--- config.mk ---
export PLATFORM = sky130hd
export DESIGN_NAME = exp_align_scheduler
export DESIGN_NICKNAME = d
export VERILOG_FILES = /design/src/rtl/exp_align_scheduler.sv
export SDC_FILE = /design/constraint.sdc
export NUM_CORES = 1
export LEC_CHECK = 0
export BUFFER_PORTS_ARGS = -buffer_cell sky130_fd_sc_hd__buf_4
export CAP_MARGIN = 20
export CORE_ASPECT_RATIO = 1.75
export CORE_MARGIN = 4
export CORE_UTILIZATION = 55
export CTS_CLUSTER_SIZE = 30
export DETAILED_ROUTE_END_ITERATION = 10
export PLACE_DENSITY = 0.77
export RECOVER_POWER = 100
export SYNTH_ARGS = -nofsm -noshare
export SYNTH_HDL_FRONTEND = slang
export SYNTH_SLANG_ARGS = --single-unit
--- constraint.sdc ---
create_clock -name clk -period 3.9 [get_ports clk]
set_clock_uncertainty 0.05 [all_clocks]
set_input_delay 0.39 -clock clk [delete_from_list [all_inputs] [get_ports clk]]
set_output_delay 0.39 -clock clk [all_outputs]
set_load 0.1 [all_outputs]
--- src/rtl/exp_align_scheduler.sv ---
// exp_align_scheduler
//   Time-multiplexed exponent-alignment controller for the dot-product FMA front end.
//   Collects NUM_TERMS serial a/b exponent pairs (plus the addend exponent on the last
//   beat), tracks the running maximum product exponent, computes the addend shift and
//   result exponent in one CALC cycle, then streams one product shift per handshake.
//
//   Optional feature: define SHAMT_SAT_EN to saturate shamt_ab/shamt_c at
//   2^SHAMT_WIDTH-1 instead of truncating modulo 2^SHAMT_WIDTH.
//
// Ports
//   clk, rst_n          clock (rising edge), asynchronous active-low reset
//   flush               synchronous abort back to IDLE, highest priority
//   in_valid/in_ready   term beat handshake; aExp, bExp per beat
//   cExp, cIsSubnormal  addend exponent/subnormal flag, sampled on the final beat
//   out_valid/out_ready shift beat handshake; out_idx, out_last, shamt_ab per beat
//   shamt_c, exp1       addend shift and result exponent, held from CALC until next CALC
//   busy                high whenever not IDLE
module exp_align_scheduler #(
  parameter int unsigned EXP_WIDTH   = 8,
  parameter int unsigned SIG_WIDTH   = 23,
  parameter int unsigned BIAS        = 127,
  parameter int unsigned SHAMT_WIDTH = 8,
  parameter int unsigned NUM_TERMS   = 9
) (
  input  logic                   clk,
  input  logic                   rst_n,
  input  logic                   flush,
  input  logic                   in_valid,
  output logic                   in_ready,
  input  logic [EXP_WIDTH-1:0]   aExp,
  input  logic [EXP_WIDTH-1:0]   bExp,
  input  logic [EXP_WIDTH-1:0]   cExp,
  input  logic                   cIsSubnormal,
  output logic                   out_valid,
  input  logic                   out_ready,
  output logic [3:0]             out_idx,
  output logic                   out_last,
  output logic [SHAMT_WIDTH-1:0] shamt_ab,
  output logic [SHAMT_WIDTH-1:0] shamt_c,
  output logic [EXP_WIDTH-1:0]   exp1,
  output logic                   busy
);

  localparam int unsigned PW = EXP_WIDTH + 1;  // product exponent width
  localparam int unsigned CW = EXP_WIDTH + 3;  // signed CALC arithmetic width

  localparam logic signed [CW-1:0] BiasC   = CW'(BIAS);
  localparam logic signed [CW-1:0] OffC    = CW'(SIG_WIDTH + 7);
  localparam logic [3:0]           LastIdx = 4'(NUM_TERMS - 1);

`ifdef SHAMT_SAT_EN
  localparam logic [31:0] MaxShamt = 32'((64'd1 << SHAMT_WIDTH) - 64'd1);
`endif

  typedef enum logic [1:0] {StIdle, StCollect, StCalc, StEmit} state_e;

  state_e                 state_q, state_d;
  logic [3:0]             count_q, count_d;
  logic [3:0]             idx_q, idx_d;
  logic [PW-1:0]          exp_pro_q, exp_pro_d;
  logic [PW-1:0]          prod_q [NUM_TERMS];
  logic [PW-1:0]          prod_d [NUM_TERMS];
  logic [EXP_WIDTH-1:0]   c_exp_q, c_exp_d;
  logic                   c_sub_q, c_sub_d;
  logic [SHAMT_WIDTH-1:0] shamt_c_q, shamt_c_d;
  logic [EXP_WIDTH-1:0]   exp1_q, exp1_d;

  function automatic logic [SHAMT_WIDTH-1:0] fit_shamt(input logic [31:0] v);
`ifdef SHAMT_SAT_EN
    if (v > MaxShamt) return '1;
    return SHAMT_WIDTH'(v);
`else
    return SHAMT_WIDTH'(v);
`endif
  endfunction

  // CALC datapath, evaluated from registered exp_pro and latched addend.
  logic [PW-1:0]        prod_beat;
  logic signed [CW-1:0] exp_pro_s, unb_s, t_s, c_s, shamt_i;
  logic [31:0]          shamt_c_full, diff_ab;

  assign prod_beat    = PW'(aExp) + PW'(bExp);
  assign exp_pro_s    = $signed({2'b00, exp_pro_q});
  assign unb_s        = exp_pro_s - BiasC;
  assign t_s          = unb_s + OffC;
  assign c_s          = $signed({3'b000, c_exp_q});
  assign shamt_i      = (c_s > t_s) ? '0 : (t_s - c_s);
  assign shamt_c_full = 32'($unsigned(shamt_i)) + 32'(c_sub_q);
  // exp_pro is the maximum, so this difference is never negative.
  assign diff_ab      = 32'(exp_pro_q) - 32'(prod_q[idx_q]);

  always_comb begin
    state_d   = state_q;
    count_d   = count_q;
    idx_d     = idx_q;
    exp_pro_d = exp_pro_q;
    prod_d    = prod_q;
    c_exp_d   = c_exp_q;
    c_sub_d   = c_sub_q;
    shamt_c_d = shamt_c_q;
    exp1_d    = exp1_q;
    in_ready  = 1'b0;
    out_valid = 1'b0;

    unique case (state_q)
      StIdle: begin
        in_ready = 1'b1;
        if (in_valid) begin
          prod_d[0] = prod_beat;
          exp_pro_d = prod_beat;
          count_d   = 4'd1;
          state_d   = StCollect;
        end
      end
      StCollect: begin
        in_ready = 1'b1;
        if (in_valid) begin
          prod_d[count_q] = prod_beat;
          // Strict compare: ties keep the earlier maximum.
          if (prod_beat > exp_pro_q) exp_pro_d = prod_beat;
          count_d = count_q + 4'd1;
          if (count_q == LastIdx) begin
            c_exp_d = cExp;
            c_sub_d = cIsSubnormal;
            state_d = StCalc;
          end
        end
      end
      StCalc: begin
        shamt_c_d = fit_shamt(shamt_c_full);
        exp1_d    = EXP_WIDTH'(unb_s);
        idx_d     = 4'd0;
        state_d   = StEmit;
      end
      StEmit: begin
        out_valid = 1'b1;
        if (out_ready) begin
          if (idx_q == LastIdx) begin
            idx_d   = 4'd0;
            state_d = StIdle;
          end else begin
            idx_d = idx_q + 4'd1;
          end
        end
      end
      default: state_d = StIdle;
    endcase

    // Abort wins over everything; any beat this cycle is dropped, results are kept.
    if (flush) begin
      state_d   = StIdle;
      count_d   = 4'd0;
      idx_d     = 4'd0;
      exp_pro_d = exp_pro_q;
      prod_d    = prod_q;
      c_exp_d   = c_exp_q;
      c_sub_d   = c_sub_q;
      shamt_c_d = shamt_c_q;
      exp1_d    = exp1_q;
    end
  end

  always_ff @(posedge clk or negedge rst_n) begin
    if (!rst_n) begin
      state_q   <= StIdle;
      count_q   <= 4'd0;
      idx_q     <= 4'd0;
      exp_pro_q <= '0;
      for (int i = 0; i < NUM_TERMS; i++) prod_q[i] <= '0;
      c_exp_q   <= '0;
      c_sub_q   <= 1'b0;
      shamt_c_q <= '0;
      exp1_q    <= '0;
    end else begin
      state_q   <= state_d;
      count_q   <= count_d;
      idx_q     <= idx_d;
      exp_pro_q <= exp_pro_d;
      prod_q    <= prod_d;
      c_exp_q   <= c_exp_d;
      c_sub_q   <= c_sub_d;
      shamt_c_q <= shamt_c_d;
      exp1_q    <= exp1_d;
    end
  end

  assign out_idx  = idx_q;
  assign out_last = (state_q == StEmit) && (idx_q == LastIdx);
  assign shamt_ab = (state_q == StEmit) ? fit_shamt(diff_ab) : '0;
  assign shamt_c  = shamt_c_q;
  assign exp1     = exp1_q;
  assign busy     = (state_q != StIdle);

endmodule

==> out/qor.yml, run 1 <==
hold_path:
  hold_path_class: "primary input to register"
  min_delay_path_depth: 3
  worstHoldStart: "cExp[1]"
  whs_endpoint: "c_exp_q[1]"
synthesis:
  syn_area_um2: 7040
  synthTopCellsByArea: "dfrtp_1 (41%), mux2_2 (10%), ha_1 (9.6%)"
  synth_fp_nets: 762
  synth_cells: 675
  seq_area_frac_synth_pct: 41.2
  synthDistinctLibCells: 62
  yosysMostFrequentCell: "dfrtp_1"
  synth_top_cell_area_share_pct: 41.2
  yosys.area.top_type: "dfrtp_1"
  ys.flop_type: "dfrtp_1"
  synth_commonest_cells: "dfrtp_1 (116), nand2_1 (74), mux2_2 (65), ha_1 (54), o21ai_0 (51)"
  async_reset_ff_share_pct: 100
  synth-edff-count: 0
  ys_warn_count: 0
  avgSynthCellArea_um2: 10.4
  yosys_register_bits: 116
finish:
  fillers: 912
  final_cells: 952
  drive_gt1_share_pct: 30.6
  design_area_um2: 8680
  n_antenna_cell: 0
  multiInputGateArea_um2: 4040
  num-nets-final: 858
  ff_latch_area_um2: 2910
  areaGrowthSynthToFinish_pct: 23.3
placement:
  portBuffers: 61
  hpwlAfterDp_mm: 13.8
  place_congestion: 0.925
  placed_cells: 910
  placed_cell_area_um2: 7910
clocking:
  clock_sinks: 116
  path_clk_slew_ns: 0.06
  htree_levels: 4
  cts_tree: "done"
  cts_root_buf: "clkbuf_16"
  cts_buffer_depth: 2
  hold_buffers: 0
  cts_buffers: 17
  insertion_delay_ns: 0.42
outcome:
  status: "complete, but fails checks"
  violations: "max-capacitance violations, max-slew violations, negative setup slack"
drt:
  wl_mm: 19.5
  wl_per_cell_um: 20.5
  dr.pass1.iters: 8
  drtAntennaViolNets: 0
  first_iter_violations: 369
  vias: 5706
  drc: 0
  viasPerCell: 5.99
power:
  p_leak_nw: 4.02
  total_power_mw: 7.73
  cellPowerDensity_nw_per_um2: 891
  peakVddDrop_mv: 0.394
global_routing:
  track_usage_pct: 27.0
  grt.overflow.total: 0
  antenna_found_initial: 0
  grt_max_degree: 71
  grt_pass1_wl_mm: 30.2
  first_global_vias: 6047
run:
  maxCapViolCount: 1
sta:
  fin_crit_ns: 4.20
  finalSetupViolations: 10
  setup_slack_ns: -0.298
  tightest_slew_ns: 1.77
  final_max_slew_viol_count: 71
  fin_setup_tns_ns: -1.63
  fmax_ghz: 0.238
  rsz0062_at_grt: "true"
  whs_ns: 0.123
  slew_headroom_pct: -18.2
  period_share_pct: 108
  hold_viol: 0
critical_path:
  path_cells: "clkbuf_1 > mux4_2 > mux2i_1 > nor2_1 > a21oi_2 > ha_1 > a21o_1 > a21oi_2 > xnor2_1 > and2_4 > buf_12"
  startpoint_type: "register"
  rrSetupSlack_ns: -0.21
  crit_top_cell: "a21oi_2"
  cp_max_fo: 12
  rr_worst_depth: 20
  cp.arrival_ns: 3.76
  crit_slowest_cell: "dfrtp_1"
  setup.worst_path.class: "register to primary output"
  cp_data_required_time_ns: 3.46
  critPathCaptureType: "primary output"
  cpPeakStageDelay_ns: 0.76
  critPathTopFamily: "flip-flops"
  worst-path-buf-inv: 2
  reg2reg_to: "shamt_c[2]"
  r2r-start: "exp_pro_q[1]"
floorplanning:
  die_y_um: 158
  ios: 62
  rows: 54
  dieArea_um2: 14700
  coreArea_um2: 12500
  start_util_pct: 56.3
  die_x_um: 93.5
## sequential cells by signal (all words and copies together) (netlist names)
register	cells
exp_pro_q	9
out_idx	4
c_exp_q	8
state_q	2
c_sub_q	1
exp1	8
prod_q	72
count_q	4
shamt_c	8
## repair_timing
| item | in CTS | in global routing |
|---|---|---|
| setup buffers | 6 | 4 |
| hold endpoints to repair | 0 | 0 |
| resized for setup | 25 | 24 |
| pin swaps | 6 | 25 |
| endpoints found under the setup margin | 9 | 9 |
## cells by family (layout without fill, tap and decap cells)
group	Yosys count	in the layout	share of synthesized area [%]
buf+inv	75	184	4.11
xor+xnor	32	32	3.98
flops	116	116	41.2
compound gates	119	119	10.4
simple gates	183	183	12.6
mux	93	93	17.2
fa+ha+maj	57	57	10.4
## per-stage QoR
step / worst slack [ns] / util, %
floorplan: -0.0575 / -
global placement: -0.120 / 63.3
detailed placement: -0.346 / 63.3
CTS: -0.202 / 69.4
global route: -0.419 / 69.4
finish: -0.298 / 69.4
## layout by cell type, fill, tap and decap left out, drive strengths merged, types with 3 or more instances in the layout
| cell type | n |
|---|---|
| a211oi | 3 |
| a21o | 3 |
| a21oi | 26 |
| and2 | 8 |
| buf | 71 |
| clkbuf | 55 |
| clkinv | 3 |
| clkinvlp | 4 |
| dfrtp | 116 |
| fa | 3 |
| ha | 54 |
| inv | 49 |
| mux2 | 65 |
| mux2i | 12 |
| mux4 | 16 |
| nand2 | 75 |
| nand2b | 4 |
| nand3 | 12 |
| nand3b | 4 |
| nand4 | 5 |
| nor2 | 30 |
| nor2b | 9 |
| nor3 | 14 |
| nor3b | 3 |
| nor4 | 4 |
| o21a | 4 |
| o21ai | 52 |
| o31ai | 8 |
| or2 | 3 |
| or3 | 3 |
| xnor2 | 23 |
| xor2 | 9 |
## how the worst max path moves through the flow
| stage | startpoint | end | slack, ns | cells after the start |
|---|---|---|---|---|
| finish | out_idx[1] | shamt_ab[6] | -0.30 | 11 |
| global route | out_idx[1] | shamt_ab[6] | -0.42 | 11 |
| CTS | exp_pro_q[0] | shamt_c[5] | -0.20 | 20 |
| detailed placement | exp_pro_q[0] | shamt_c[7] | -0.35 | 21 |
| global placement | exp_pro_q[0] | shamt_c[7] | -0.12 | 20 |
| floorplan | out_idx[0] | shamt_ab[5] | -0.06 | 14 |
## tightest hold or removal path: stages
cell and delay, ns:
buf_4 0.07, nand2_1 0.03, o21ai_0 0.06
## final cells by class
| cell class | count | area share (%) |
|---|---|---|
| Clock inverter | 12 | 1.64 |
| Inverter | 46 | 1.99 |
| Timing Repair Buffer | 106 | 8.51 |
| Clock buffer | 20 | 5.38 |
| Sequential cell | 116 | 33.5 |
| Tap cell | 168 | 2.42 |
| Multi-Input combinational cell | 484 | 46.5 |
## power by group
part	switching [mW]	total, mW	internal (mW)	leakage (nW)
clock network	0.606	1.61	1.00	0.286
logic	2.81	4.49	1.69	2.22
registers	0.193	1.63	1.44	1.51
## per-layer routing
layer  share of wire (%)  track usage, %  up-vias
li1                    -               -     2594
met5                   0               0        -
met2                  57            51.2      227
met4                 7.0            19.2        0
met1                  33            25.7     2784
met3                 3.8            4.42      101
No activity file was read; power rests on OpenSTA's default activity.
==> run 2: changes to the inputs <==
--- a/config.mk
+++ b/config.mk
@@ -7,12 +7,15 @@
 export LEC_CHECK = 0
 export BUFFER_PORTS_ARGS = -buffer_cell sky130_fd_sc_hd__buf_4
 export CAP_MARGIN = 20
+export CELL_PAD_IN_SITES_DETAIL_PLACEMENT = 1
+export CELL_PAD_IN_SITES_GLOBAL_PLACEMENT = 2
 export CORE_ASPECT_RATIO = 1.75
 export CORE_MARGIN = 4
-export CORE_UTILIZATION = 55
+export CORE_UTILIZATION = 37
+export CTS_BUF_LIST = sky130_fd_sc_hd__clkbuf_2
 export CTS_CLUSTER_SIZE = 30
 export DETAILED_ROUTE_END_ITERATION = 10
-export PLACE_DENSITY = 0.77
+export PLACE_DENSITY_LB_ADDON = 0.1
 export RECOVER_POWER = 100
 export SYNTH_ARGS = -nofsm -noshare
 export SYNTH_HDL_FRONTEND = slang
==> run 2 against run 1 <==
Against the previous run: the run ends with negative setup slack left; cell count grew 11%; clock power shrank 48%; worst hold slack lost 0.061 ns; total power shrank 5.7%; clock-buffer cell count shrank 2; critical path type is now register to register; sequential cell count is the same; non-clock buffer count grew 35; critical endpoint is now shamt_c[7].
==> out/qor.yml, run 2 (synthesis results as in run 1) <==
finish:
  mostFrequentLayoutCells: "dfrtp_1 (112), buf_4 (84), nand2_1 (74), mux2_2 (65), ha_1 (49)"
  design_area_um2: 8840  # +1.8%
  areaGrowthSynthToFinish_pct: 25.6
  largest_reg_flops: 72  # unchanged
  final_common_cell: "dfrtp_1"
  drive_gt1_share_pct: 32.7  # +2.1 points
  fin_util_pct: 47.4  # -22 points
  reg_top3: "prod_q (72), exp_pro_q (9)"
  num-nets-final: 893  # +4.1%
  final_cells: 1058  # +11%
  regMostFlops: "prod_q"
critical_path:
  cpPeakStageDelay_ns: 0.46  # -0.30 ns
  r2r-start: "exp_pro_q[1]"
  endpoint: "shamt_c[7]"
  reg2reg_to: "shamt_c[7]"
  crit_start: "exp_pro_q[1]"
  critPathTopFamily: "simple AND/OR/NAND/NOR gates"
  path_cells: "ha_4 > or3_4 > or3_4 > o31ai_4 > o21ai_1 > a21oi_1 > xnor2_1 > ha_1 > nand4_1 > a21oi_2 > o41ai_2 > a221o_1 > nand2_2 > nor2_2 > ha_2 > nor2b_4 > nand4_1 > nor3_2 > xnor2_1 > o31ai_1"
  setup.worst_path.class: "register to register"
  rr_worst_depth: 20  # unchanged
  crit_cells: 20  # +9
  startpoint_type: "register"
  cp_data_required_time_ns: 4.42  # +0.96 ns
  crit_slowest_cell: "dfrtp_2"
  worst-path-buf-inv: 0  # -2
  cp.arrival_ns: 4.75  # +0.99 ns
  critPathCaptureType: "register"
  rrSetupSlack_ns: -0.33  # -0.12 ns
  cp_max_fo: 3  # -9
clocking:
  cts_root_buf: "clkbuf_2"
  cts_buffers: 17  # unchanged
  path_clk_slew_ns: 0.25  # +0.19 ns
  cts_buffer_depth: 2  # unchanged
  clock_sinks: 116  # unchanged
  htree_levels: 4  # unchanged
  insertion_delay_ns: 0.67  # +0.25 ns
  cts_tree: "done"
drt:
  dr.pass1.iters: 4  # -4
  drc: 0  # unchanged
  vias: 5616  # -1.6%
  drtAntennaViolNets: 0  # unchanged
  wl_mm: 21.9  # +12%
  first_iter_violations: 195  # -47%
  wl_per_cell_um: 20.7  # +1.1%
  viasPerCell: 5.31  # -11%
run:
  maxCapViolCount: 0  # -1
sta:
  hold_viol: 0  # unchanged
  slew_headroom_pct: 1.81  # +20 points
  setup_slack_ns: -0.333  # -0.0354 ns
  finalSetupViolations: 10  # unchanged
  final_max_slew_viol_count: 0  # -100%
  tightest_slew_ns: 1.47  # -0.301 ns
  rsz0062_at_grt: "true"
  fmax_ghz: 0.236  # -0.84%
  period_share_pct: 109  # +0.91 points
  fin_crit_ns: 4.23  # +0.0354 ns
outcome:
  violations: "negative setup slack"
  status: "complete, but fails checks"
floorplanning:
  die_y_um: 190  # +21%
  coreArea_um2: 18700  # +49%
  die_x_um: 112  # +20%
  rows: 66  # +22%
  start_util_pct: 37.7  # -19 points
  dieArea_um2: 21400  # +45%
  ios: 62  # unchanged
power:
  p_switching_mw: 3.70  # +2.7%
  pwr-share-clk_pct: 11.4  # -9.4 points
  cellPowerDensity_nw_per_um2: 825  # -7.4%
  swShare_pct: 50.8  # +4.1 points
  combinationalPowerShare_pct: 66.3  # +8.2 points
  p_leak_nw: 4.09  # +1.6%
  peakVddDrop_mv: 0.460  # +17%
  power_frac_seq_pct: 22.3  # +1.2 points
  p_int_mw: 3.59  # -13%
global_routing:
  track_usage_pct: 20.7  # -6.3 points
  grt.overflow.total: 0  # unchanged
  first_global_vias: 6363  # +5.2%
  grt_pass1_wl_mm: 33.9  # +12%
  antenna_found_initial: 1  # +1
  grt_max_degree: 92  # +30%
placement:
  portBuffers: 61  # unchanged
  placed_cell_area_um2: 8080  # +2.1%
  hpwlAfterDp_mm: 16.3  # +18%
  place_congestion: 0.904  # -2.2%
  placed_cells: 987  # +8.5%
hold_path:
  hold_path_class: "primary input to register"
==> run 2: changes by cell type in the layout (fill, tap and decap cells not counted), moves of 3 or more <==
cell	previous run	this run
buf_12	4	8
buf_4	62	84
clkbuf_1	30	27
clkbuf_16	17	0
clkbuf_2	3	19
clkbuf_8	3	0
dlygate4sd3_1	0	14
==> run 2: what timing repair did <==
item	4_1_cts	5_1_grt
hold buffers	14	0
endpoints found under the setup margin	12	20
setup buffers	17	6
gates resized for setup	47	25
pin swaps	13	11
endpoints found under the hold margin	61	0
cloned	1	0
==> run 2: metrics by stage <==
step / total power, mW / setup TNS [ns] / setup WS [ns] / hold WS [ns]
after floorplan: 4.57 / -0.0845 / -0.0575 / 0.0444
after global placement: 5.93 / -1.06 / -0.261 / 0.268
after detailed placement: 6.07 / -2.16 / -0.387 / 0.280
after CTS: 7.26 / -2.12 / -0.328 / 0.00276
after global routing: 7.78 / -5.03 / -0.550 / 0.00766
final: 7.29 / -2.23 / -0.333 / 0.0615
==> run 2: worst min path at each step <==
stage	start	depth (start not counted)	slack, ns	to
after detailed placement	rst_n	1	0.28	shamt_c[1]
after global routing	aExp[0]	3	0.008	prod_q[0]
after floorplan	rst_n	0	0.04	c_exp_q[0]
after global placement	rst_n	1	0.27	shamt_c[1]
after CTS	out_ready	4	0.003	out_idx[1]
final	out_ready	4	0.06	out_idx[1]
==> run 2: power groups by stage <==
stage / registers [mW] / logic, mW / clock network [mW]
after floorplan: 2.11 / 2.46 / 0
final: 1.62 / 4.83 / 0.833
after detailed placement: 1.66 / 4.42 / 0
after CTS: 1.63 / 4.76 / 0.864
after global placement: 1.63 / 4.30 / 0
after global routing: 1.66 / 5.20 / 0.922
==> run 2: worst reg2reg max path: cells and delay by family (launching register included) <==
family,cells,cell delay (ns)
adder cells (fa/ha/maj),3,0.70
flip-flops,1,0.46
XOR/XNOR,2,0.28
AND/OR/NAND/NOR,8,1.53
AO/OA/AOI/OAI,7,1.14
==> run 2: cell type report <==
| type | instances | area (um2) |
|---|---|---|
| Clock inverter | 14 | 153 |
| Sequential cell | 116 | 2910 |
| Multi-Input combinational cell | 484 | 4080 |
| Tap cell | 238 | 298 |
| Clock buffer | 18 | 90.1 |
| Inverter | 46 | 175 |
| Antenna cell | 1 | 2.50 |
| Timing Repair Buffer | 141 | 1130 |
| Fill cell | 2101 | 9820 |
==> run 2: metal layers <==
| layer | GRT usage (%) | vias to the layer above | wire length (um) |
|---|---|---|---|
| met5 | 0 | - | 0 |
| met4 | 11.1 | 0 | 1010 |
| met3 | 2.54 | 43 | 355 |
| met2 | 42.2 | 87 | 13200 |
| met1 | 19.3 | 2837 | 7350 |
| li1 | - | 2649 | - |
